===== src/rtl/io_key_ctrl.sv =====
// Push-button input controller: per-key 2-flop synchroniser, debounce FSM and accept pulse,
// LED toggle/press-count state, and CPU-visible event flags cleared by port reads.
module io_key_ctrl #(
  parameter int DEBOUNCE_CYCLES = 500000,
  parameter int CNT_W           = 19
) (
  input  logic        clock,
  input  logic        resetn,
  input  logic [3:0]  key,
  input  logic        clr,
  input  logic        rd_en,
  input  logic        rd_sel,
  output logic [9:0]  led,
  output logic [31:0] in_port0,
  output logic [31:0] in_port1,
  output logic [1:0]  evt_pending,
  output logic        irq
);

  localparam logic [CNT_W-1:0] CNT_LAST = CNT_W'(DEBOUNCE_CYCLES - 1);

  typedef enum logic [1:0] {IDLE, PRESS_WAIT, PRESSED, REL_WAIT} key_state_e;

  key_state_e       state_q [4];
  key_state_e       state_d [4];
  logic [CNT_W-1:0] cnt_q   [4];
  logic [CNT_W-1:0] cnt_d   [4];
  logic [3:0]       sync1_q, sync2_q;
  logic [3:0]       accept;
  logic [9:0]       led_q, led_d;
  logic [1:0]       evt_q, evt_d;
  logic [1:0]       evt_set, evt_clr;
  logic [2:0]       cnt_lo, cnt_hi;

  // Synchronisers idle at 1 so a reset never looks like a press.
  always_ff @(posedge clock or negedge resetn) begin
    if (!resetn) begin
      sync1_q <= '1;
      sync2_q <= '1;
    end else begin
      sync1_q <= key;
      sync2_q <= sync1_q;
    end
  end

  always_ff @(posedge clock or negedge resetn) begin
    if (!resetn) begin
      for (int k = 0; k < 4; k++) begin
        state_q[k] <= IDLE;
        cnt_q[k]   <= '0;
      end
    end else begin
      for (int k = 0; k < 4; k++) begin
        state_q[k] <= state_d[k];
        cnt_q[k]   <= cnt_d[k];
      end
    end
  end

  always_comb begin
    accept = '0;
    for (int k = 0; k < 4; k++) begin
      state_d[k] = state_q[k];
      cnt_d[k]   = cnt_q[k];
      case (state_q[k])
        IDLE: begin
          if (!sync2_q[k]) begin
            state_d[k] = PRESS_WAIT;
            cnt_d[k]   = '0;
          end
        end
        PRESS_WAIT: begin
          if (sync2_q[k]) begin
            state_d[k] = IDLE;
          end else if (cnt_q[k] == CNT_LAST) begin
            state_d[k] = PRESSED;
            accept[k]  = 1'b1;
          end else begin
            cnt_d[k] = cnt_q[k] + CNT_W'(1);
          end
        end
        PRESSED: begin
          if (sync2_q[k]) begin
            state_d[k] = REL_WAIT;
            cnt_d[k]   = '0;
          end
        end
        REL_WAIT: begin
          if (!sync2_q[k]) begin
            state_d[k] = PRESSED;
          end else if (cnt_q[k] == CNT_LAST) begin
            state_d[k] = IDLE;
          end else begin
            cnt_d[k] = cnt_q[k] + CNT_W'(1);
          end
        end
        default: state_d[k] = IDLE;
      endcase
    end
  end

  // Simultaneous accepts on a key pair add 2 to the pair's 3-bit wrapping count.
  always_comb begin
    cnt_lo = led_q[4:2] + {2'b00, accept[0]} + {2'b00, accept[1]};
    cnt_hi = led_q[9:7] + {2'b00, accept[2]} + {2'b00, accept[3]};
    led_d  = led_q;
    if (clr) begin
      led_d = '0;
    end else begin
      led_d[0]   = led_q[0] ^ accept[0];
      led_d[1]   = led_q[1] ^ accept[1];
      led_d[4:2] = cnt_lo;
      led_d[5]   = led_q[5] ^ accept[2];
      led_d[6]   = led_q[6] ^ accept[3];
      led_d[9:7] = cnt_hi;
    end
    evt_set = {|accept[3:2], |accept[1:0]};
    evt_clr = rd_en ? (rd_sel ? 2'b10 : 2'b01) : 2'b00;
    // Set beats a same-cycle read clear so no event is lost.
    evt_d   = evt_set | (evt_q & ~evt_clr);
  end

  always_ff @(posedge clock or negedge resetn) begin
    if (!resetn) begin
      led_q <= '0;
      evt_q <= '0;
    end else begin
      led_q <= led_d;
      evt_q <= evt_d;
    end
  end

  assign led         = led_q;
  assign in_port0    = {27'b0, led_q[4:0]};
  assign in_port1    = {27'b0, led_q[9:5]};
  assign evt_pending = evt_q;
  assign irq         = |evt_q;

endmodule

===== config.mk =====
export PLATFORM = sky130hd
export DESIGN_NAME = io_key_ctrl
export DESIGN_NICKNAME = d
export VERILOG_FILES = /design/src/rtl/io_key_ctrl.sv
export SDC_FILE = /design/constraint.sdc
export NUM_CORES = 1
export LEC_CHECK = 0
export ABC_CLOCK_PERIOD_IN_PS = 4290
export BUFFER_PORTS_ARGS = -buffer_cell sky130_fd_sc_hd__buf_2
export CAP_MARGIN = 10
export CORE_AREA = 2 2 126 128
export CTS_CLUSTER_SIZE = 28
export DETAILED_ROUTE_END_ITERATION = 8
export DIE_AREA = 0 0 128 130
export GPL_TIMING_DRIVEN = 0
export PLACE_DENSITY = 0.56
export RECOVER_POWER = 25
export SETUP_SLACK_MARGIN = 0.05
export SYNTH_ARGS = -nofsm -noshare
export SYNTH_HDL_FRONTEND = slang
export SYNTH_SLANG_ARGS = --single-unit

===== constraint.sdc =====
create_clock -name clock -period 4.29 [get_ports clock]
set_input_delay 1.287 -clock clock [delete_from_list [all_inputs] [get_ports clock]]
set_output_delay 1.287 -clock clock [all_outputs]
set_load 0.05 [all_outputs]

# Yosys cells after proc, flatten, opt, wreduce, memory -nomap -nowiden
# Cells that the tools add are included.
[totals]
reg_bits = 104
input_bits = 9
word_cells = 149
[op_classes]
addsub = 8
eq_ne = 40
mux = 67
bitwise = 7
reduce_logical = 15
[ops]
columns = ["cell", "n"]
rows = [
  ["two-way mux 19 bit", 20],
  ["one-hot mux 19 bit (4 select lines)", 4],
  ["adder 19 x 1 -> 19 bit, second input constant", 4],
  ["equality test 19 bit, second input constant", 4],
  ["two-way mux 2 bit", 26],
  ["inequality test 2 bit, second input constant", 16],
  ["one-hot mux 2 bit (4 select lines)", 4],
  ["AND reduction 4 bit", 8],
  ["inequality test 3 bit, second input constant", 8],
  ["equality test 2 bit, second input constant", 8],
  ["adder 3 x 1 -> 3 bit", 4],
  ["two-way mux 1 bit", 12],
  ["two-way mux 10 bit", 1],
  ["equality test 2 x 1 -> 1 bit, second input constant", 4],
  ["zero test 2 bit", 4],
  ["OR reduction 2 bit", 3],
  ["XOR 1 bit", 4],
  ["bitwise AND 2 bit", 1],
  ["NOT 2 bit", 1],
  ["bitwise OR 2 bit", 1],
]

# Longest topological paths before layout
# Gate-level depths: netlist of run 1.
[logic_depth]
ltp_word = 7
mapped_depth = 9

# Worst setup path before layout of run 1
# Ideal clock, no wire load.
[synth_path]
path_kind = "register to output"
startpoint = "register evt_q[0] (netlist: evt_pending[0])"
endpoint = "output irq"
t_arrival_ps = 1039
t_required_ps = 3003
setup_slack_ps = 1964
stages_incl_launch_ff = 2
n_path_buf = 0
path_cell_list = "dfrtp_1 -> or2_2"
[synth_via]
elab_chain_cells = 1
[synth_rtl]
columns = ["item", "line", "text"]
rows = [
  ["from (decl)", "31", "logic [1:0] evt_q, evt_d;"],
  ["from (signal assigned)", "129", "evt_q <= evt_d;"],
  ["OR reduction 2 bit", "137", "assign irq = |evt_q;"],
  ["to (decl)", "17", "output logic irq"],
]
# Every way passes these cells.

==> metrics, run 1 <==
Static Leak=3.29 nW; crit path max-delay cell type=clkbuf_1; pre-CTS WS=1790 ps; maximum vdd drop=206 uV; initial antenna violation count=0; hold buffer count at CTS=0; Top delay family on crit path=buffers and inverters; GRT Max-Usage Layer=met2; hold violation count in the final report=0; antenna fix cells=0; GR Util met3=0.0242; Root Buffer=clkbuf_16; Core Rows=46; setup repair after global routing missed its margin=no; router iterations before antenna repair=4; vias in the first global route=4,403; Synth cell types=69; floorplan core area=15,400 sq um; worst r2r path cells=7; final clock skew=7.84 ps; register bit count reported by yosys=104; power density over the cells=314 nW/um^2; startpoint types=input pin; Final Max Tran Viols=40; Final Instance Area=6960 sq um; flip-flop cell with the highest count after synthesis=dfrtp_1; post-detailed-placement cell area=6660 sq um; HPWL after detailed placement=9.33 mm; DRC violation count after routing=0; number of buffers on the longest clock path=2; endpoint arrival time on the critical path=2910 ps; maximum fanout along the worst path=40; starting density of the core=0.392; critical path class=in2async; area of the die=16,600 sq um; EDFF count, synth=0; mapped cell area=6040 sq um; Yosys Warn Count=0; cell depth of the worst hold path=0; fraction of met2 tracks used by global routing=0.272; Slew headroom=-0.531; Crit. End Element=async pin; Final period util=0.682; Tightest Pin Transition=2300 ps; violations in the final reports=max-capacitance violations, max-slew violations; FMAX=342 MHz; async set or reset register ratio after synthesis=1.00; result of the run=complete, but fails checks; first-pass GRT wire length=21.6 mm; commonest non-fill, non-tap cell in the layout=dfrtp_1; maximum number of pins on one net before global-route repair=66; Final GP Congestion=0.813; y dimension of the die=130 um; Bufs and invs on worst path=1; ports placed on the boundary=86; number of buffers added on ports=30; CTS H-tree depth=3; clk sink count=104; Post-CTS Repair Setup Buffers=0; total congestion overflow=0; number of vias per cell=5.16; setup ws final=1360 ps; capture endpoint of the worst hold path=sync2_q[3]; remaining antenna violation count after routing=0; final net count=759; area share of the largest cell type after synthesis=0.398; routed wire length=13.0 mm; worst endpoint required time=4280 ps; capture instance of the worst register-to-register path=led[2]; Setup violations, final=0; share of post-route cells with drive strength above 1=0.203; DR WL/cell=13.8 um; max-cap check violation count=1; Min Hold Slack=356 ps; floorplan die width=128 um; Post-Syn Instances=647; post-layout min period=2930 ps; Critical R2R Launch=cnt_q[39]; Filler cells=1,517; Overall Global Routing Usage=0.162; cells taking the most area after synthesis=dfrtp_1, buf_4, nand2_1; detailed-route via count=4,849; register-to-register setup slack=1790 ps; most area-hungry cell type in the Yosys netlist=dfrtp_1; TritonCTS Buffers=9; average footprint of a synthesized cell=9.34 sq um; CTS tree=done; global-route met1 utilization=0.210; Seq/Total Area, Yosys=0.432; cells resized by post-CTS repair=0; clock input transition at the sequential cells of the worst setup and hold paths=70 ps; series of cell instances along the critical path=clkbuf_1; most used cells in the layout excluding fill and tap cells=dfrtp_1, buf_4, nand2_1; setup TNS after final layout=0 ps; area added between synthesis and finish=15.2%; drt initial violations=330; Skew-Pair Late Insertion Delay=350 ps; critical path's largest stage delay=1610 ps; Hold/Removal Path Class=reg2reg; start point of the worst hold path=sync1_q[3]
cells in the mapped netlist (all sizes together) (11+ instances only):
cell	n
a21oi	22
a22o	14
and3	12
buf	71
clkbuf	13
dfrtp	96
inv	19
nand2	64
nand3	37
nand4	20
nor2	44
nor3	23
o21ai	42
o31ai	11
or3	11
or4	11
xor2	13
power breakdown:
| part | internal (mW) | switching (mW) |
|---|---|---|
| sequential | 1.01 | 0.0352 |
| clock | 0.486 | 0.372 |
| combinational | 0.0810 | 0.198 |
registers in the layout, indices dropped and copies added (netlist names), named ones only:
| name | flops |
|---|---|
| led | 10 |
| cnt_q | 76 |
| state_q | 4 |
| evt_pending | 2 |
| sync2_q | 4 |
| sync1_q | 4 |
cell type report:
cell class              count  area (sq um)  area share
multi-input cells         492          2970       0.427
inverters                  20          75.1      0.0108
clock buffers              12           256      0.0369
clock inverters             4          52.6     0.00755
repair buffers             31           176      0.0254
plain buffers              84           577      0.0829
well taps                 192           240      0.0345
flip-flops and latches    104          2610       0.375
metal layers:
layer / vias to the layer above / routed length [um] / part of all wire
met4: 0 / 266 / 0.020
met5: - / 0 / 0
met2: 101 / 6280 / 0.48
met1: 2318 / 6030 / 0.46
met3: 18 / 413 / 0.032
li1: 2412 / - / -
metrics by stage:
stage	util	total power, mW	instances
floorplan	-	1.28	700
global placement	0.430	1.33	922
detailed placement	0.432	1.35	923
CTS	0.452	2.21	939
global route	0.451	2.29	939
finish	0.451	2.18	939
worst max path at each step:
stage / from / to / slack (ps) / depth (start not counted)
CTS: evt_pending[0] / irq / 1740 / 2
finish: resetn / cnt_q[12] / 1360 / 1
detailed placement: cnt_q[39] / led[4] / 1790 / 9
global placement: resetn / cnt_q[40] / 720 / 1
floorplan: evt_pending[0] / irq / 1960 / 1
global route: resetn / cnt_q[13] / 870 / 1
cells by family after synthesis:
kind of cell,synth area share
compound gates,0.146
xor+xnor,0.0317
fa+ha+maj,0.0191
buf+inv,0.108
flops,0.432
mux,0.0104
other cells,0.000621
simple gates,0.252
(Power assumes the default switching activity.)
==> run 2: changes to the inputs <==
--- a/config.mk
+++ b/config.mk
@@ -5,7 +5,7 @@
 export SDC_FILE = /design/constraint.sdc
 export NUM_CORES = 1
 export LEC_CHECK = 0
-export ABC_CLOCK_PERIOD_IN_PS = 4290
+export ABC_CLOCK_PERIOD_IN_PS = 2900
 export BUFFER_PORTS_ARGS = -buffer_cell sky130_fd_sc_hd__buf_2
 export CAP_MARGIN = 10
 export CORE_AREA = 2 2 126 128
==> constraint.sdc (replaced) <==
create_clock -name clock -period 2.9 [get_ports clock]
set_input_delay 0.87 -clock clock [delete_from_list [all_inputs] [get_ports clock]]
set_output_delay 0.87 -clock clock [all_outputs]
set_load 0.05 [all_outputs]
==> run 2 against run 1 <==
The flow now finishes without violations. Global-route usage unchanged. Critical endpoint is now led[2]. Clock skew about the same. Combinational power up 47%. Sequential share of layout area up 0.061 points. Non-clock buffer count unchanged. Largest cell class unchanged. Clock power up 48%. Routed wire length up 0.45%. Critical path depth up 6. Utilization down 0.073 points. Worst hold slack about the same. First-iteration DRC count up 6.1%.
==> metrics, run 2 (synthesis gave the netlist of run 1 again) <==
result of the run=completed; Final period util=0.864; number of vias per cell=5.17 (+0.21%); endpoint arrival time on the critical path=2720 ps (-190 ps); Crit. End Element=flop; max-cap check violation count=0 (-1); share of power burned in combinational logic=0.127 (about the same); final net count=759 (unchanged); FMAX=399 MHz; Hold/Removal Path Class=reg2reg; detailed-route via count=4,859 (+0.21%); Critical R2R Launch=cnt_q[39]; switching power=896 uW (+48%); Internal Power=2.33 mW (+48%); clock network fraction of total power=0.393 (about the same); number of buffers on the longest clock path=2 (unchanged); pre-CTS WS=405 ps (-1390 ps); setup ws final=394 ps (-970 ps); area added between synthesis and finish=15.0%; maximum number of pins on one net before global-route repair=66 (unchanged); final clock skew=8.18 ps (+0.337 ps); crit path max-delay cell type=nor4_4; power density over the cells=465 nW/um^2 (+48%); number of buffers added on ports=30 (unchanged); remaining antenna violation count after routing=0 (unchanged); most numerous cell on the critical path=nand4_1; Setup violations, final=0 (unchanged); register-to-register setup slack=390 ps (-1400 ps); routed wire length=13.0 mm (+0.45%); Overall Global Routing Usage=0.162 (unchanged); Final Max Tran Viols=0 (-100%); total stage count of the critical path=7 (+6); Static Leak=3.29 nW (-0.13%); switching part of the total power=0.277 (+0.000333); hold buffer count at CTS=0 (unchanged); Tightest Pin Transition=1010 ps (-1290 ps); critical path class=reg2reg; router iterations before antenna repair=5 (+1); total power consumption of the routed design=3.23 mW (+48%); hold violation count in the final report=0 (unchanged); cells resized by post-CTS repair=0 (unchanged); drt initial violations=350 (+6.1%); CTS tree=done; Post-CTS Repair Setup Buffers=0 (unchanged); Filler cells=1,517 (unchanged); capture instance of the worst register-to-register path=led[2]; Bufs and invs on worst path=1 (unchanged); proportion of power drawn by flip-flops and latches=0.480 (about the same); register with the highest flop count=cnt_q; initial antenna violation count=0 (unchanged); setup repair after global routing missed its margin=no; HPWL after detailed placement=9.33 mm (unchanged); worst endpoint required time=3120 ps (-1160 ps); floorplan core area=15,400 sq um (unchanged); area used by multi-input combinational logic=2980 sq um (+0.25%); worst r2r path cells=7 (unchanged); vias in the first global route=4,403 (unchanged); starting density of the core=0.392 (unchanged); clock input transition at the sequential cells of the worst setup and hold paths=70 ps (about the same); TritonCTS Buffers=9 (unchanged); sequential cell area in the final layout=2610 sq um (unchanged); share of post-route cells with drive strength above 1=0.206 (+0.00268); most used cells in the layout excluding fill and tap cells=dfrtp_1, buf_4, nand2_1; Post-Route Utilization=0.450 (-0.000730); first-pass GRT wire length=21.6 mm (unchanged); ports placed on the boundary=86 (unchanged); commonest non-fill, non-tap cell in the layout=dfrtp_1; total congestion overflow=0 (unchanged); maximum vdd drop=305 uV (+48%); maximum fanout along the worst path=5 (-88%); Skew-Pair Late Insertion Delay=350 ps (about the same); DR WL/cell=13.9 um (+0.45%); y dimension of the die=130 um (unchanged); post-layout min period=2510 ps; CTS H-tree depth=3 (unchanged); Final GP Congestion=0.813 (unchanged); Worst setup startpoint=cnt_q[39]; DRC violation count after routing=0 (unchanged); Slew headroom=0.330 (+0.861); antenna fix cells=0 (unchanged); Root Buffer=clkbuf_16; clk sink count=104 (unchanged); series of cell instances along the critical path=ha_1, nand4_1, nor4_4, nand4_1, inv_1, fa_1, nor2b_1; floorplan die width=128 um (unchanged); Top delay family on crit path=simple AND/OR/NAND/NOR gates; Core Rows=46 (unchanged); timing endpoint of the critical path=led[2]; startpoint types=flop; area of the die=16,600 sq um (unchanged); critical path's largest stage delay=440 ps (-1170 ps); setup TNS after final layout=0 ps (unchanged); number of flip-flops under the largest register name=76 (unchanged)
[run 2: cell types whose count changed in the layout (fill, tap and decap cells not counted), sizes merged]
cell / previous run / this run
clkbuf: 26 / 27
buf: 101 / 100
[run 2: layout make-up]
class | count | area share
flip-flops and latches | 104 | 0.376
multi-input cells | 492 | 0.428
plain buffers | 84 | 0.0830
repair buffers | 31 | 0.0227
clock inverters | 4 | 0.00756
clock buffers | 12 | 0.0369
inverters | 20 | 0.0108
well taps | 192 | 0.0346
[run 2: worst min path at each step]
stage	cells after the start	from	endpoint
after floorplan	0	sync1_q[0]	sync2_q[0]
after global placement	0	sync1_q[2]	sync2_q[2]
after detailed placement	0	sync1_q[3]	sync2_q[3]
after CTS	0	sync1_q[3]	sync2_q[3]
after global routing	0	sync1_q[0]	sync2_q[0]
final	0	sync1_q[3]	sync2_q[3]
[run 2: per-layer routing]
metal,GRT usage,part of all wire,vias to the layer above
li1,-,-,2410
met1,0.210,0.46,2328
met2,0.272,0.48,103
met3,0.0242,0.033,18
met4,0.0711,0.020,0
met5,0,0,-
[run 2: power by group through the flow]
| stage | Clock (mW) | Combinational (mW) | Sequential [mW] |
|---|---|---|---|
| 3_5_place_dp | 0 | 0.416 | 1.58 |
| 4_1_cts | 1.31 | 0.415 | 1.55 |
| 5_1_grt | 1.38 | 0.447 | 1.56 |
| 6_report | 1.27 | 0.410 | 1.55 |
| 2_1_floorplan | 0 | 0.336 | 1.56 |
| 3_3_place_gp | 0 | 0.403 | 1.57 |
[run 2: metrics by stage]
step           hold slack [ps]  instances  area (sq um)
6_report                   356        939          6950
5_1_grt                    363        939          6950
4_1_cts                    358        939          6970
3_5_place_dp               348        923          6660
3_3_place_gp               346        922          6630
2_1_floorplan              345        700          6240
==> run 3: changes to the inputs <==
--- a/config.mk
+++ b/config.mk
@@ -9,12 +9,12 @@
 export BUFFER_PORTS_ARGS = -buffer_cell sky130_fd_sc_hd__buf_2
 export CAP_MARGIN = 10
 export CORE_AREA = 2 2 126 128
+export CTS_BUF_LIST = sky130_fd_sc_hd__clkbuf_4
 export CTS_CLUSTER_SIZE = 28
 export DETAILED_ROUTE_END_ITERATION = 8
 export DIE_AREA = 0 0 128 130
 export GPL_TIMING_DRIVEN = 0
 export PLACE_DENSITY = 0.56
-export RECOVER_POWER = 25
 export SETUP_SLACK_MARGIN = 0.05
 export SYNTH_ARGS = -nofsm -noshare
 export SYNTH_HDL_FRONTEND = slang
==> run 3 against run 2 <==
Register-to-register slack about the same. Maximum frequency decreased by 0.26%. Sequential share of layout area increased by 0.82 points. Non-clock buffer count stayed put. Design area down 2.1%. Largest cell class unchanged. Largest power group unchanged.
==> metrics, run 3 (synthesis gave the netlist of run 1 again) <==
Overall Global Routing Usage=0.161 (-0.000882); number of vias per cell=5.18 (about the same); Final period util=0.866 (+0.00230); maximum fanout along the worst path=5 (unchanged); Slew headroom=0.504 (+0.174); Final Max Tran Viols=0 (unchanged); floorplan die width=128 um (unchanged); remaining antenna violation count after routing=0 (unchanged); initial antenna violation count=1 (+1); Filler cells=1,549 (+2.1%); Cell Count, Final, Fillers Out=940 (+0.11%); clock input transition at the sequential cells of the worst setup and hold paths=170 ps (+100 ps); setup TNS after final layout=0 ps (unchanged); detailed-route via count=4,866 (+0.14%); router iterations before antenna repair=5 (unchanged); maximum number of pins on one net before global-route repair=66 (unchanged); Final GP Congestion=0.813 (unchanged); power density over the cells=402 nW/um^2 (-13%); worst endpoint required time=3280 ps (+160 ps); final clock skew=15.2 ps (+7.05 ps); most used cells in the layout excluding fill and tap cells=dfrtp_1, buf_4, nand2_1; cells resized by post-CTS repair=0 (unchanged); Post-CTS Repair Setup Buffers=0 (unchanged); number of flip-flops under the largest register name=76 (unchanged); share of post-route cells with drive strength above 1=0.205 (-0.00134); max-cap check violation count=0 (unchanged); routed wire length=13.0 mm (-0.34%); result of the run=completed; commonest non-fill, non-tap cell in the layout=dfrtp_1; drt initial violations=383 (+9.4%); first-pass GRT wire length=21.5 mm (-0.38%); y dimension of the die=130 um (unchanged); area added between synthesis and finish=12.5%; clk sink count=104 (unchanged); FMAX=398 MHz (-0.26%); worst r2r path cells=7 (unchanged); number of buffers added on ports=30 (unchanged); Static Leak=3.22 nW (-2.1%); Min Hold Slack=353 ps (-3.58 ps); Setup violations, final=0 (unchanged); hold violation count in the final report=0 (unchanged); Tightest Pin Transition=738 ps (-267 ps); critical path class=reg2reg; startpoint types=flop; Core Rows=46 (unchanged); floorplan core area=15,400 sq um (unchanged); post-placement cell count=923 (unchanged); CTS H-tree depth=3 (unchanged); post-layout min period=2510 ps (+6.66 ps); TritonCTS Buffers=9 (unchanged); Worst setup startpoint=cnt_q[39]; DRC violation count after routing=0 (unchanged); register with the highest flop count=cnt_q; CTS tree=done; maximum vdd drop=203 uV (-33%); starting density of the core=0.392 (unchanged); Critical R2R Launch=cnt_q[39]; Root Buffer=clkbuf_4; number of buffers on the longest clock path=2 (unchanged); HPWL after detailed placement=9.33 mm (unchanged); DR WL/cell=13.8 um (-0.44%); Hold/Removal Path Class=in2async; Skew-Pair Late Insertion Delay=490 ps (+140 ps); register-to-register setup slack=390 ps (about the same); vias in the first global route=4,413 (+0.23%); hold buffer count at CTS=0 (unchanged); final net count=759 (unchanged); capture instance of the worst register-to-register path=led[2]; total congestion overflow=0 (unchanged); endpoint arrival time on the critical path=2890 ps (+170 ps); Crit. End Element=flop; ports placed on the boundary=86 (unchanged); setup repair after global routing missed its margin=no; area of the die=16,600 sq um (unchanged)
run 3: worst max-delay path, stage by stage, from the launching register on:
cell	delay, ps
dfrtp_1	430
ha_1	260
nand4_1	250
nor4_4	430
nand4_1	300
inv_1	180
fa_1	420
nor2b_1	130
run 3: layout make-up:
cell class	count	area [sq um]	area share
Clock buffer	10	75.1	0.0110
Antenna cell	1	2.50	0.000368
Clock inverter	6	60.1	0.00883
Tap cell	192	240	0.0353
Buffer	84	577	0.0849
Inverter	20	75.1	0.0110
Timing Repair Buffer	31	180	0.0265
Sequential cell	104	2610	0.384
Multi-Input combinational cell	492	2980	0.438
run 3: how the worst max path moves through the flow:
stage,to,depth (start not counted)
finish,led[2],7
floorplan,led[2],7
global placement,cnt_q[40],1
CTS,led[2],7
global route,led[7],7
detailed placement,led[4],9
run 3: power breakdown:
part           internal [mW]  total, mW  switching (mW)
sequential              1.50       1.55          0.0523
combinational          0.120      0.412           0.292
clock                  0.269      0.773           0.503
total                   1.89       2.73           0.847
run 3: metrics by stage:
stage	setup WS [ps]	utilization	power, mW	cell area [sq um]
floorplan	796	-	1.90	6240
global placement	-252	0.430	1.97	6630
detailed placement	405	0.432	1.99	6660
CTS	373	0.441	2.76	6800
global route	162	0.441	2.88	6800
finish	388	0.441	2.73	6800
run 3: layer usage:
layer	up-vias	track usage	part of all wire
li1	2405	-	-
met1	2339	0.208	0.46
met2	106	0.271	0.48
met3	16	0.0254	0.033
met4	0	0.0692	0.021
met5	-	0	0
